### config.mk
export PLATFORM = sky130hd
export DESIGN_NAME = game_ctrl
export DESIGN_NICKNAME = d
export VERILOG_FILES = /design/src/rtl/game_ctrl.sv
export SDC_FILE = /design/constraint.sdc
export NUM_CORES = 1
export LEC_CHECK = 0
export CORE_MARGIN = 2
export CORE_UTILIZATION = 50
export CTS_BUF_LIST = sky130_fd_sc_hd__clkbuf_2 sky130_fd_sc_hd__clkbuf_4 sky130_fd_sc_hd__clkbuf_8
export DETAILED_ROUTE_END_ITERATION = 6
export PLACE_DENSITY_LB_ADDON = 0.1
export SYNTH_ARGS = -nofsm -noshare
export SYNTH_HDL_FRONTEND = slang
export SYNTH_SLANG_ARGS = --single-unit
### constraint.sdc
create_clock -name clk -period 6.22 [get_ports clk]
set_input_delay 0.933 -clock clk [delete_from_list [all_inputs] [get_ports clk]]
set_output_delay 0.933 -clock clk [all_outputs]
set_load 0.03 [all_outputs]
### src/rtl/game_ctrl.sv
// game_ctrl: frame-rate Pong controller (ball, paddles, BCD scores, serve/point FSM).
// Optional macro GAME_CTRL_WIN_LIMIT_EN: a score reaching 9 ends the game (OVER state).
module game_ctrl #(
  parameter logic [10:0] BALL_SIZE  = 11'd20,
  parameter logic [10:0] PAD_HEIGHT = 11'd100,
  parameter logic [10:0] PAD_WIDTH  = 11'd10,
  parameter logic [10:0] PAD_OFFS   = 11'd35,
  parameter logic [10:0] H_RES      = 11'd1280,
  parameter logic [10:0] V_RES      = 11'd800,
  parameter logic [10:0] PAD_SPEED  = 11'd8,
  parameter logic [10:0] BALL_SPEED = 11'd4,
  parameter logic [5:0]  POINT_HOLD = 6'd60
) (
  input  logic        clk,
  input  logic        rst,
  input  logic        frame_tick,
  input  logic        up_l,
  input  logic        dn_l,
  input  logic        up_r,
  input  logic        dn_r,
  input  logic        serve,
  output logic [10:0] ball_x,
  output logic [10:0] ball_y,
  output logic [10:0] padl_y,
  output logic [10:0] padr_y,
  output logic [3:0]  score_l,
  output logic [3:0]  score_r,
  output logic        game_over
);

  localparam logic [11:0] BS      = {1'b0, BALL_SIZE};
  localparam logic [11:0] BSP     = {1'b0, BALL_SPEED};
  localparam logic [11:0] PSP     = {1'b0, PAD_SPEED};
  localparam logic [11:0] PH      = {1'b0, PAD_HEIGHT};
  localparam logic [11:0] X_MAX   = {1'b0, H_RES} - BS;
  localparam logic [11:0] Y_MAX   = {1'b0, V_RES} - BS;
  localparam logic [11:0] PAD_MAX = {1'b0, V_RES} - PH;
  localparam logic [11:0] L_FACE  = {1'b0, PAD_OFFS} + {1'b0, PAD_WIDTH};
  localparam logic [11:0] R_FACE  = {1'b0, H_RES} - {1'b0, PAD_OFFS} - {1'b0, PAD_WIDTH} - 12'd1;
  localparam logic [11:0] R_STOP  = R_FACE - BS;
  localparam logic [11:0] X_MID   = X_MAX >> 1;
  localparam logic [11:0] Y_MID   = Y_MAX >> 1;
  localparam logic [11:0] PAD_MID = PAD_MAX >> 1;

  typedef enum logic [1:0] {S_SERVE, S_PLAY, S_POINT, S_OVER} state_t;

  state_t      state;
  logic        dx;        // 1 = moving right
  logic        dy;        // 1 = moving down
  logic        serve_to;  // side that conceded last: 1 = right
  logic        pending;
  logic [5:0]  hold_cnt;

  logic [11:0] bx, by, pl, pr;
  logic [11:0] x_inc, x_dec, y_inc, y_dec;
  logic        ov_l, ov_r;
  logic [10:0] nx, ny;
  logic        ndx, ndy, miss_l, miss_r;
  logic [10:0] padl_nxt, padr_nxt;
  logic        serve_ok;

  function automatic logic [10:0] pad_step(input logic [10:0] y, input logic up, input logic dn);
    logic [11:0] dec;
    logic [11:0] inc;
    dec = {1'b0, y} - PSP;
    inc = {1'b0, y} + PSP;
    pad_step = y;
    if (up && !dn) begin
      if (dec[11]) pad_step = 11'd0;
      else         pad_step = dec[10:0];
    end else if (dn && !up) begin
      if (inc > PAD_MAX) pad_step = PAD_MAX[10:0];
      else               pad_step = inc[10:0];
    end else begin
      pad_step = y;
    end
  endfunction

  function automatic logic [3:0] bcd_inc(input logic [3:0] s);
    if (s >= 4'd9) bcd_inc = 4'd0;
    else           bcd_inc = s + 4'd1;
  endfunction

  assign bx    = {1'b0, ball_x};
  assign by    = {1'b0, ball_y};
  assign pl    = {1'b0, padl_y};
  assign pr    = {1'b0, padr_y};
  assign x_inc = bx + BSP;
  assign x_dec = bx - BSP;
  assign y_inc = by + BSP;
  assign y_dec = by - BSP;
  assign ov_l  = ((by + BS) > pl) && (by < (pl + PH));
  assign ov_r  = ((by + BS) > pr) && (by < (pr + PH));

  assign padl_nxt = pad_step(padl_y, up_l, dn_l);
  assign padr_nxt = pad_step(padr_y, up_r, dn_r);

`ifdef GAME_CTRL_WIN_LIMIT_EN
  logic win;
  assign win      = miss_l ? (score_r == 4'd8) : (score_l == 4'd8);
  assign serve_ok = (state == S_SERVE) || (state == S_OVER);
`else
  assign serve_ok = (state == S_SERVE);
`endif

  // Next ball position: wall, paddle and miss clamps judged on pre-move values.
  always_comb begin
    nx     = ball_x;
    ny     = ball_y;
    ndx    = dx;
    ndy    = dy;
    miss_l = 1'b0;
    miss_r = 1'b0;
    if (dy) begin
      if (y_inc >= Y_MAX) begin
        ny  = Y_MAX[10:0];
        ndy = 1'b0;
      end else begin
        ny  = y_inc[10:0];
      end
    end else begin
      if (y_dec[11] || (y_dec == 12'd0)) begin
        ny  = 11'd0;
        ndy = 1'b1;
      end else begin
        ny  = y_dec[10:0];
      end
    end
    if (dx) begin
      if (x_inc >= X_MAX) begin
        nx     = X_MAX[10:0];
        miss_r = 1'b1;
      end else if (((x_inc + BS) >= R_FACE) && ov_r) begin
        nx  = R_STOP[10:0];
        ndx = 1'b0;
      end else begin
        nx  = x_inc[10:0];
      end
    end else begin
      if (x_dec[11] || (x_dec == 12'd0)) begin
        nx     = 11'd0;
        miss_l = 1'b1;
      end else if ((x_dec <= L_FACE) && ov_l) begin
        nx  = L_FACE[10:0];
        ndx = 1'b1;
      end else begin
        nx  = x_dec[10:0];
      end
    end
  end

  // Game FSM and all output registers; state only advances on frame_tick.
  always_ff @(posedge clk) begin
    if (rst) begin
      state     <= S_SERVE;
      ball_x    <= X_MID[10:0];
      ball_y    <= Y_MID[10:0];
      padl_y    <= PAD_MID[10:0];
      padr_y    <= PAD_MID[10:0];
      score_l   <= 4'd0;
      score_r   <= 4'd0;
      game_over <= 1'b0;
      dx        <= 1'b1;
      dy        <= 1'b1;
      serve_to  <= 1'b1;
      pending   <= 1'b0;
      hold_cnt  <= 6'd0;
    end else if (frame_tick) begin
      case (state)
        S_SERVE: begin
          padl_y <= padl_nxt;
          padr_y <= padr_nxt;
          if (pending || serve) begin
            pending <= 1'b0;
            dx      <= serve_to;
            dy      <= 1'b1;
            state   <= S_PLAY;
          end
        end
        S_PLAY: begin
          padl_y <= padl_nxt;
          padr_y <= padr_nxt;
          ball_x <= nx;
          ball_y <= ny;
          dx     <= ndx;
          dy     <= ndy;
          if (miss_l || miss_r) begin
            serve_to <= miss_r;
            hold_cnt <= 6'd0;
            if (miss_l) score_r <= bcd_inc(score_r);
            else        score_l <= bcd_inc(score_l);
`ifdef GAME_CTRL_WIN_LIMIT_EN
            if (win) begin
              state     <= S_OVER;
              game_over <= 1'b1;
            end else begin
              state     <= S_POINT;
            end
`else
            state <= S_POINT;
`endif
          end
        end
        S_POINT: begin
          if (hold_cnt == (POINT_HOLD - 6'd1)) begin
            hold_cnt <= 6'd0;
            pending  <= 1'b0;
            ball_x   <= X_MID[10:0];
            ball_y   <= Y_MID[10:0];
            state    <= S_SERVE;
          end else begin
            hold_cnt <= hold_cnt + 6'd1;
          end
        end
        S_OVER: begin
`ifdef GAME_CTRL_WIN_LIMIT_EN
          if (pending || serve) begin
            pending   <= 1'b0;
            score_l   <= 4'd0;
            score_r   <= 4'd0;
            game_over <= 1'b0;
            ball_x    <= X_MID[10:0];
            ball_y    <= Y_MID[10:0];
            state     <= S_SERVE;
          end
`else
          state <= S_SERVE;
`endif
        end
        default: state <= S_SERVE;
      endcase
    end else if (serve && serve_ok) begin
      pending <= 1'b1;
    end
  end

endmodule

Yosys cells after proc, flatten, opt, wreduce, memory -nomap -nowiden
Index checks and enable logic that the tools add are counted.
- $lt $le $gt $ge: 12
- multiplexer cells: 50
- add/subtract/negate cells: 15
- reduce and logical (&&, ||, !) cells: 36
- equal/unequal tests: 10
- bitwise logic cells: 1
- operators by type and width (cell ; number):
    two-way mux 11 bit ; 18
    case mux 11 bit (2 select lines) ; 2
    adder 11 x 3 -> 12 bit, second input constant ; 2
    adder 11 x 4 -> 12 bit, second input constant ; 2
    adder 11 x 7 -> 12 bit, second input constant ; 2
    >= comparator 12 x 11 -> 1 bit, second input constant ; 2
    greater-than comparator 12 x 10 -> 1 bit, second input constant ; 2
    greater-than comparator 12 x 11 -> 1 bit ; 2
    zero test 12 bit ; 2
    less-than comparator 11 x 12 -> 1 bit ; 2
    subtractor 11 x 3 -> 12 bit, second input constant ; 2
    subtractor 11 x 4 -> 12 bit, second input constant ; 2
    two-way mux 1 bit ; 18
    AND reduction 3 bit ; 6
    AND reduction 4 bit ; 4
    adder 11 x 5 -> 12 bit, second input constant ; 1
    adder 12 x 5 -> 12 bit, second input constant ; 1
    >= comparator 12 x 10 -> 1 bit, second input constant ; 1
    less-or-equal comparator 12 x 6 -> 1 bit, second input constant ; 1
    two-way mux 6 bit ; 2
    case mux 6 bit (2 select lines) ; 1
    nonzero test 2 bit ; 5
    logical AND 1 bit ; 9
    adder 4 x 1 -> 4 bit, second input constant ; 2
    other kinds (19) ; 33
- word-level logic and storage cells: 136
- output and inout bits: 53
- flip-flop bits (word level): 64

Logic depth before layout (Yosys ltp)
Gate-level depths: netlist of run 1.
- depth after elaboration: 8
- depth in mapped cells: 15
- gate-level depth less buffers: 13

Least setup slack after synthesis of run 1
Ideal clock, no wire load.
- kind: register -> register
- from: register ball_y[5]
- to: register ball_x[2]
- setup time: 122 ps
- setup slack: 2445 ps
- path buffers: 2
- arrival time: 3653 ps
- stages on the path, launching flop included: 15
- cells stage by stage: dfxtp_1 -> clkbuf_1 -> clkbuf_1 -> nand3_1 -> o21bai_1 -> nor2_1 -> xor2_1 -> ha_1 -> a21oi_1 -> or4b_2 -> a21oi_1 -> nor3_1 -> nand2_1 -> o211ai_1 -> o32a_1
- cells in the longest elaborated chain, start to end: 8
- elaborated cells between the ends (all ways): 15
- RTL lines (element ; RTL line ; text):
    start, declared ; 23 ; output logic [10:0] ball_y,
    start signal, assigned ; 157 ; ball_y <= Y_MID[10:0];
    start signal, assigned ; 184 ; ball_y <= ny;
    start signal, assigned ; 209 ; ball_y <= Y_MID[10:0];
    adder 11 x 5 -> 12 bit ; 92, 93 ;
    greater-than comparator 12 x 11 -> 1 bit (on tied branches) ; 92, 93 ;
    logical AND 1 bit (on tied branches) ; 92, 93 ;
    logical AND 1 bit (on tied branches) ; 143, 133 ;
    two-way mux 11 bit (on tied branches) ; 143, 133 ;
    two-way mux 11 bit (on tied branches) ; 140, 130 ;
    two-way mux 11 bit * ; 129 ; if (dx) begin
    case mux 11 bit (2 select lines) * ; 169 ; case (state)
    end signal, assigned ; 156 ; ball_x <= X_MID[10:0];
    end signal, assigned ; 183 ; ball_x <= nx;
    end signal, assigned ; 208 ; ball_x <= X_MID[10:0];
    end, declared ; 22 ; output logic [10:0] ball_x,
Mark *: on every way between the ends. The rest lies on a longest branch, timed or not.
A chain may end at the register's enable or synchronous reset.

Worst setup path in the final report of run 1
- from: register ball_y[6]
- to: register ball_x[2]
Same word-level chain as after synthesis.

==> results of run 1 <==
cell usage in the layout (no fill, tap or decap), types with 5 or more instances in the layout:
cell type	n
and3_1	9
o31ai_1	9
nand4_1	10
a211oi_1	24
inv_1	43
a311oi_1	5
dfxtp_1	61
nor2b_1	7
o22ai_1	6
nor3_1	30
xor2_1	5
o211ai_1	7
and2_1	7
nor4_1	8
and4_1	6
clkbuf_8	9
o221ai_1	5
or2_2	5
a221oi_1	8
a21oi_1	78
xnor2_1	28
o21ai_0	50
nor2_1	77
a21o_1	6
ha_1	64
or4_1	8
or3_1	6
nand2b_1	13
a31oi_1	10
clkdlybuf4s50_1	56
nand2_1	70
o21a_1	6
a41oi_1	5
nand3_1	35
worst min-delay path by stage:
stage	to	slack, ps	start
3_5_place_dp	serve_to	460	serve_to
5_1_grt	serve_to	510	serve_to
6_report	serve_to	470	serve_to
3_3_place_gp	serve_to	460	serve_to
4_1_cts	serve_to	480	serve_to
2_1_floorplan	serve_to	440	serve_to
power by group through the flow:
stage / clock network, W / registers, W / logic, W
floorplan: 0 / 0.000442 / 0.000224
global placement: 0 / 0.000446 / 0.000295
global route: 0.000382 / 0.000443 / 0.000341
detailed placement: 0 / 0.000447 / 0.000301
finish: 0.000358 / 0.000439 / 0.000306
CTS: 0.000365 / 0.000438 / 0.000304
state kept, by name, indices dropped and copies added, names as in the netlist:
| signal | flops |
|---|---|
| ball_x | 11 |
| score_l | 4 |
| padr_y | 10 |
| ball_y | 10 |
| dx | 1 |
| state | 2 |
| serve_to | 1 |
| dy | 1 |
| score_r | 4 |
| padl_y | 10 |
| hold_cnt | 6 |
| pending | 1 |
area by class of cell:
class | count | area, um2 | share of cell area [%]
sequential | 61 | 1221 | 17.37
clock inverter | 5 | 52.55 | 0.7476
inverter | 43 | 161.4 | 2.296
clock buffer | 10 | 131.4 | 1.869
tap | 172 | 215.2 | 3.062
multi-input combinational | 700 | 4679 | 66.57
timing repair buffer | 57 | 568.0 | 8.081
stage by stage:
stage               instances  util, %
finish                   1048    56.39
global route             1048    56.39
CTS                      1048    56.39
detailed placement       1033    54.91
global placement         1033    54.91
floorplan                 865        -
layer usage:
metal	routed length, um	part of all wire (%)	vias up
met5	0	0	-
met3	1289	6.9	29
met4	311	1.7	0
met1	8985	48	3165
li1	-	-	3227
met2	8150	43	275
worst reg2reg max path, cell delays in order, from the launching register on:
cell      delay [ps]
dfxtp_1          770
nand3_1          240
o21bai_1         250
nor2_1           170
xor2_1           230
ha_1             280
a21oi_1          170
or4b_2           590
a21oi_1          400
nor3_1           150
nand2_1          140
o211ai_1         130
o32a_1           370
logic make-up after synthesis:
| kind of cell | share of synthesized area (%) |
|---|---|
| and+or+nand+nor | 25.21 |
| AOI/OAI and AO/OA | 30.27 |
| buffers and inverters | 6.939 |
| adders and majority gates | 12.65 |
| DFF | 19.30 |
| xor gates and xnor gates | 4.567 |
| muxes | 1.008 |
| other | 0.05926 |
==> results.tsv, run 1 <==
metric	value	unit
setup.worst_path.class	register to register	
whs_path_depth	2	
r2r-end	ball_x[2]	
yosysSeqAreaShare	19.30	%
r2r_setup_slack	2220	ps
power_frac_seq	39.8	%
ys_ff_latch	61	
rsz0062_at_grt	no	
n_fill_cell	1212	
maxCapViolations	0	
fin_worst_skew	6.530	ps
slew_headroom	41.31	%
cts_root_buffer	clkbuf_8	
async_flop_share	0	%
yosys.area.top_type_share	19.30	%
area_delta_synth_final	11.07	%
grtUsageMet3	5.501	%
stdcell_area	7029	um2
hold_violations	0	
dp_hpwl	13780	um
power	0.001103	W
critPathLaunch	ball_y[6]	
fin_nets	944	
synth.most_common_cell	a21oi_1	
synth_enable_flop_cells	0	
pre_cts_ws	2235	ps
drtIter0Drc	717	
worst-r2r-cell-count	12	
p_leak	2.734	nW
synth.largest_area_cell	dfxtp_1	
drtPass1Iterations	6	
min_period_over_period	64.37	%
antennaDiodeCount	0	
crit_family	compound AO/OA/AOI/OAI gates	
grt_busiest_layer	met2	
power.switching	0.0003973	W
io_buffers	56	
grt.met1_usage	41.54	%
cp_num_cells	12	
fin_crit	4004	ps
ant_nets	0	
htreeDepth	3	
power.internal	0.0007061	W
crit_top_cell	a21oi_1	
crit_path_end	ball_x[2]	
syn_area_per_cell	7.342	um2
cts_setup_buffers	0	
synth_cell_types	86	
grt_usage	28.24	%
die_area	13570	um2
yosys-top-cells-count	a21oi_1, nor2_1, nand2_1	
clockBufferDepth	2	
cts_made_buffers	9	
via_per_inst	6.389	
grt_max_degree	31	
required	6470	ps
drc	0	
tritoncts	done	
setup_tns	0	ps
placementRows	41	
wirelength	18740	um
ios	61	
die_y	116.5	um
crit_fanout	19	
cts_resized	0	
start_util	50.77	%
slowest_delay	770	ps
slew_violations	0	
synthFlopType	dfxtp_1	
crit_buf_inv	0	
fin_hold_ws	472.5	ps
netlist_area	6329	um2
max_freq	0.2498	GHz
hold_class	register to register	
wl_per_cell	17.88	um
clk_pin_slew	70	ps
power.density	157.0	nW/um2
cp-start-kind	register	
num_vias	6696	
grt.overflow.total	0	
cts_sinks	61	
ys.warnings.count	0	
grt_antenna_before_repair	0	
cp-end-kind	register	
grt_use_met2	41.78	%
arrival	4260	ps
netSwitchingFraction	36.00	%
power_frac_comb	27.7	%
grt_pass1_vias	5995	
netlist_instances	862	
slowest_stage	dfxtp_1	
placeableCoreArea	12470	um2
ctsHoldBuffers	0	
pwr-share-clk	32.5	%
place_congestion	0.9555	
worst_slack	2216	ps
synthTopCellsByArea	dfxtp_1, ha_1, a21oi_1	
layout-drive-gt1-share	4.680	%
status	finished, final reports clean	
die_w	116.5	um
grt_pass1_wl	30750	um
vdd_ir_drop_max	130.1	uV
setup_viol	0	
worst_pin_slew	879.2	ps
placedInstanceArea	6845	um2
cp_cell_sequence	nand3_1 > o21bai_1 > nor2_1 > xor2_1 > ha_1 > a21oi_1 > or4b_2 > a21oi_1 > nor3_1 > nand2_1 > o211ai_1 > o32a_1	
clock_latency	370	ps
r2r_start	ball_y[6]	
Note: power is estimated with default switching activity, not from simulation.
==> inputs of run 2 (changes only) <==
Clock period 6.22 ns to 3.6 ns, I/O delays scaled along.
==> run 2 against run 1 <==
Worst hold slack improved by 14 ps. Setup slack got worse by 2100 ps. Count of clock-buffer cells in the layout increased by 1. Routed wire length increased by 0.15%. Clock skew increased by 4.1 ps. Non-clock buffer count increased by 31. Critical path type unchanged.
==> results.tsv, run 2 (synthesized netlist as in run 1, its figures left out) <==
metric	value	unit
cts_root_buffer	clkbuf_8	
placementRows	41	
clock_latency	370	ps
grt_antenna_before_repair	0	
drtIter0Drc	727	
r2r_setup_slack	160	ps
grt_pass1_wl	31050	um
clockBufferDepth	2	
grt.overflow.total	0	
placeableCoreArea	12470	um2
start_util	50.77	%
grt_max_degree	39	
cts_setup_buffers	0	
slowest_delay	470	ps
r2r_start	padr_y[3]	
fin_worst_skew	10.60	ps
area_delta_synth_final	16.15	%
largest_reg_flops	11	
vdd_ir_drop_max	239.0	uV
clk_pin_slew	80	ps
wirelength	18770	um
io_buffers	56	
slew_violations	0	
mostFrequentLayoutCells	nor2_1, a21oi_1, nand2_1, ha_1, dfxtp_1	
slowest_stage	dfxtp_1	
setup_viol	0	
cts_made_buffers	9	
worst_pin_slew	767.9	ps
fin_crit	3444	ps
via_per_inst	6.305	
grt_pass1_vias	6334	
maxCapViolations	0	
slew_headroom	48.70	%
dp_hpwl	14210	um
max_freq	0.2903	GHz
fin_nets	975	
crit_fanout	8	
die_area	13570	um2
cp_cell_sequence	ha_2 > nand2_1 > and2_1 > xnor2_1 > ha_1 > a211o_1 > o2111ai_1 > a21oi_1 > o21ai_1 > o211ai_2 > and2_4 > a221o_1	
fin_hold_ws	486.1	ps
grt_usage	28.43	%
ios	61	
hold_violations	0	
critPathLaunch	padr_y[3]	
setup.worst_path.class	register to register	
antennaDiodeCount	0	
layout-drive-gt1-share	8.811	%
min_period_over_period	95.68	%
arrival	3700	ps
crit_path_end	ball_x[9]	
power.density	287.8	nW/um2
drc	0	
cp-end-kind	register	
hold_class	register to register	
die_y	116.5	um
wl_per_cell	17.38	um
r2r-end	ball_x[9]	
holdCritStartpoint	hold_cnt[5]	
htreeDepth	3	
tritoncts	done	
top_register	ball_x	
whs_path_depth	2	
final_core_util	58.97	%
final_common_cell	nor2_1	
required	3850	ps
p_leak	2.916	nW
cp-start-kind	register	
rsz0062_at_grt	no	
ctsHoldBuffers	0	
place_congestion	0.9364	
worst-r2r-cell-count	12	
die_w	116.5	um
num_vias	6809	
ant_nets	0	
cts_sinks	61	
status	finished, final reports clean	
drtPass1Iterations	5	
-- run 2: cell types whose count changed in the layout (fill, tap and decap cells not counted), moves of 2 or more --
cell	change
a21oi_1	-2
clkbuf_8	+2
clkinv_2	-3
dfxtp_2	+4
bufinv_16	+2
a21oi_2	+2
buf_4	+31
dfxtp_1	-4
-- run 2: report_power, final --
part,internal [W],switching [W]
combinational,0.000223,0.000357
sequential,0.000696,0.0000369
clock,0.000499,0.000304
total,0.00142,0.000698
-- run 2: layout make-up --
type | count | area, um2
fill | 1165 | 5115
multi-input combinational | 700 | 4690
tap | 172 | 215.2
timing repair buffer | 88 | 800.8
inverter | 43 | 161.4
clock buffer | 11 | 151.4
clock inverter | 5 | 106.4
sequential | 61 | 1226
-- run 2: routing by layer --
layer  track usage [%]  vias up  part of all wire, %
li1                  -     3288                    -
met1             38.65     3195                   46
met2             45.62      279                   46
met3             4.152       47                  5.8
met4             10.79        0                  2.4
met5                 0        -                    0
-- run 2: worst min path at each step --
stage | to | slack [ps]
6_report | hold_cnt[5] | 490
5_1_grt | serve_to | 510
4_1_cts | serve_to | 490
3_5_place_dp | serve_to | 470
3_3_place_gp | serve_to | 460
2_1_floorplan | serve_to | 440
-- run 2: critical path: cells and delay by family, from the launching register on --
family | cells | cell delay [ps]
AOI/OAI and AO/OA | 6 | 1550
xor gates and xnor gates | 1 | 180
adders and majority gates | 2 | 550
DFF | 1 | 470
and+or+nand+nor | 3 | 580
-- run 2: repair_timing --
action,CTS,global route
gates resized for setup,1,5
pin swaps,0,0
endpoints found under the setup margin,2,7
gates cloned,0,0
-- run 2: through the flow --
step | setup TNS, ps | total power (W) | setup slack [ps] | cells | area (um2)
floorplan | 0 | 0.001151 | 24.62 | 865 | 6344
global placement | 0 | 0.001303 | 190.4 | 1064 | 7081
detailed placement | -89.46 | 0.001314 | -81.67 | 1064 | 7081
CTS | 0 | 0.002117 | 105.1 | 1080 | 7338
global route | 0 | 0.002217 | 10.81 | 1080 | 7351
finish | 0 | 0.002116 | 155.6 | 1080 | 7351
==> inputs of run 3 (changes only) <==
Settings changed: CORE_ASPECT_RATIO from default to 1.2.
==> run 3 against run 2 <==
Combinational power barely moved. Total power fell by 6.0%. Register-to-register slack improved by 90 ps. Largest cell class unchanged. Die area barely moved. Setup slack improved by 94 ps. Final area fell by 0.80%.
==> results.tsv, run 3 (synthesized netlist as in run 1, its figures left out) <==
metric	value	unit
power.internal	0.001250	W
worst_pin_slew	717.0	ps
wirelength	18760	um
grt_pass1_vias	6346	
drc	0	
r2r_setup_slack	250	ps
grt_pass1_wl	30880	um
die_area	13580	um2
power.switching	0.0007387	W
hold_violations	0	
clock_latency	370	ps
power_frac_seq	36.9	%
status	finished, final reports clean	
grt_usage	27.79	%
fin_crit	3350	ps
max_freq	0.2985	GHz
drtIter0Drc	535	
ios	61	
via_per_inst	6.259	
vdd_ir_drop_max	207.9	uV
die_y	127.2	um
setup_tns	0	ps
worst-r2r-cell-count	13	
p_leak	2.901	nW
grt_max_degree	34	
netSwitchingFraction	37.14	%
mostFrequentLayoutCells	nor2_1, a21oi_1, nand2_1, ha_1, dfxtp_1	
clockBufferDepth	2	
crit_fanout	8	
min_period_over_period	93.06	%
hold_class	register to register	
clk_pin_slew	80	ps
power_frac_comb	29.0	%
grt_antenna_before_repair	0	
setup.worst_path.class	register to register	
power.density	272.8	nW/um2
start_util	50.63	%
htreeDepth	3	
area_delta_synth_final	15.22	%
num_vias	6716	
grt.overflow.total	0	
rsz0062_at_grt	no	
stdcell_area	7292	um2
placeableCoreArea	12500	um2
layout-drive-gt1-share	8.801	%
setup_viol	0	
cp-start-kind	register	
fin_nets	976	
wl_per_cell	17.48	um
arrival	3600	ps
n_fill_cell	1204	
top_register	ball_x	
cts_made_buffers	9	
cts_sinks	61	
cts_setup_buffers	0	
crit_path_end	ball_x[2]	
largest_reg_flops	11	
maxCapViolations	0	
cp-end-kind	register	
ant_nets	0	
pwr-share-clk	34.1	%
dp_hpwl	14170	um
placedInstanceArea	7073	um2
r2r-end	ball_x[2]	
final_common_cell	nor2_1	
critPathLaunch	ball_y[5]	
die_w	106.7	um
cts_root_buffer	clkbuf_8	
slew_headroom	52.10	%
placementRows	45	
antennaDiodeCount	0	
tritoncts	done	
required	3850	ps
io_buffers	56	
slew_violations	0	
place_congestion	0.9465	
r2r_start	ball_y[5]	
drtPass1Iterations	4	
fin_worst_skew	13.26	ps
[run 3: changes by cell type in the layout (fill, tap and decap cells not counted), moves of 2 or more]
cell / delta
clkinv_4: +2
bufinv_16: -2
clkbuf_8: -2
dfxtp_2: -2
dfxtp_1: +2
[run 3: cell type report]
type	count	area [um2]	share of cell area, %
multi-input combinational	700	4691	64.33
sequential	61	1224	16.78
timing repair buffer	89	803.3	11.02
tap	164	205.2	2.814
inverter	43	161.4	2.213
clock buffer	9	123.9	1.699
clock inverter	7	83.83	1.150
[run 3: stage by stage]
| stage | worst slack, ps | power [W] | hold WS (ps) | std cells | utilization, % |
|---|---|---|---|---|---|
| 6_report | 250.0 | 0.001989 | 486.4 | 1073 | 58.34 |
| 5_1_grt | 8.392 | 0.002098 | 514.9 | 1073 | 58.34 |
| 4_1_cts | 168.2 | 0.001992 | 477.9 | 1073 | 58.25 |
| 3_5_place_dp | 241.2 | 0.001314 | 458.9 | 1057 | 56.59 |
| 3_3_place_gp | 358.3 | 0.001303 | 447.9 | 1057 | 56.59 |
| 2_1_floorplan | 24.62 | 0.001151 | 438.8 | 865 | - |
[run 3: routing by layer]
metal / vias up / global-route usage (%) / wire length [um]
met1: 3166 / 34.37 / 7996
met5: - / 0 / 0
met4: 0 / 11.23 / 600
met3: 43 / 3.724 / 825
met2: 217 / 48.48 / 9335
li1: 3290 / - / -
[run 3: worst min-delay path by stage]
stage,to,slack (ps),depth (start not counted),from
after floorplan,serve_to,440,2,serve_to
after global placement,serve_to,450,2,serve_to
after detailed placement,serve_to,460,2,serve_to
after CTS,serve_to,480,2,serve_to
after global routing,serve_to,510,2,serve_to
final,serve_to,490,2,serve_to
[run 3: critical path: stages, from the launching register on]
cell,delay (ps)
dfxtp_2,440
nand3_1,140
o21bai_1,220
nor2_1,140
xor2_1,270
ha_1,330
a21oi_2,180
nand2_1,60
or4_1,540
a21oi_2,200
a211oi_2,70
o211ai_2,190
nor2_1,110
o32a_1,360
[run 3: repair_timing]
item	4_1_cts	5_1_grt
setup endpoints to repair	0	8
hold buffers	0	0
gates resized for setup	0	4
[run 3: power by group through the flow]
stage	logic [W]	registers (W)	clock network [W]
2_1_floorplan	0.000387	0.000765	0
3_3_place_gp	0.000556	0.000746	0
3_5_place_dp	0.000566	0.000748	0
4_1_cts	0.000569	0.000733	0.000691
5_1_grt	0.000638	0.000739	0.000722
6_report	0.000577	0.000734	0.000679
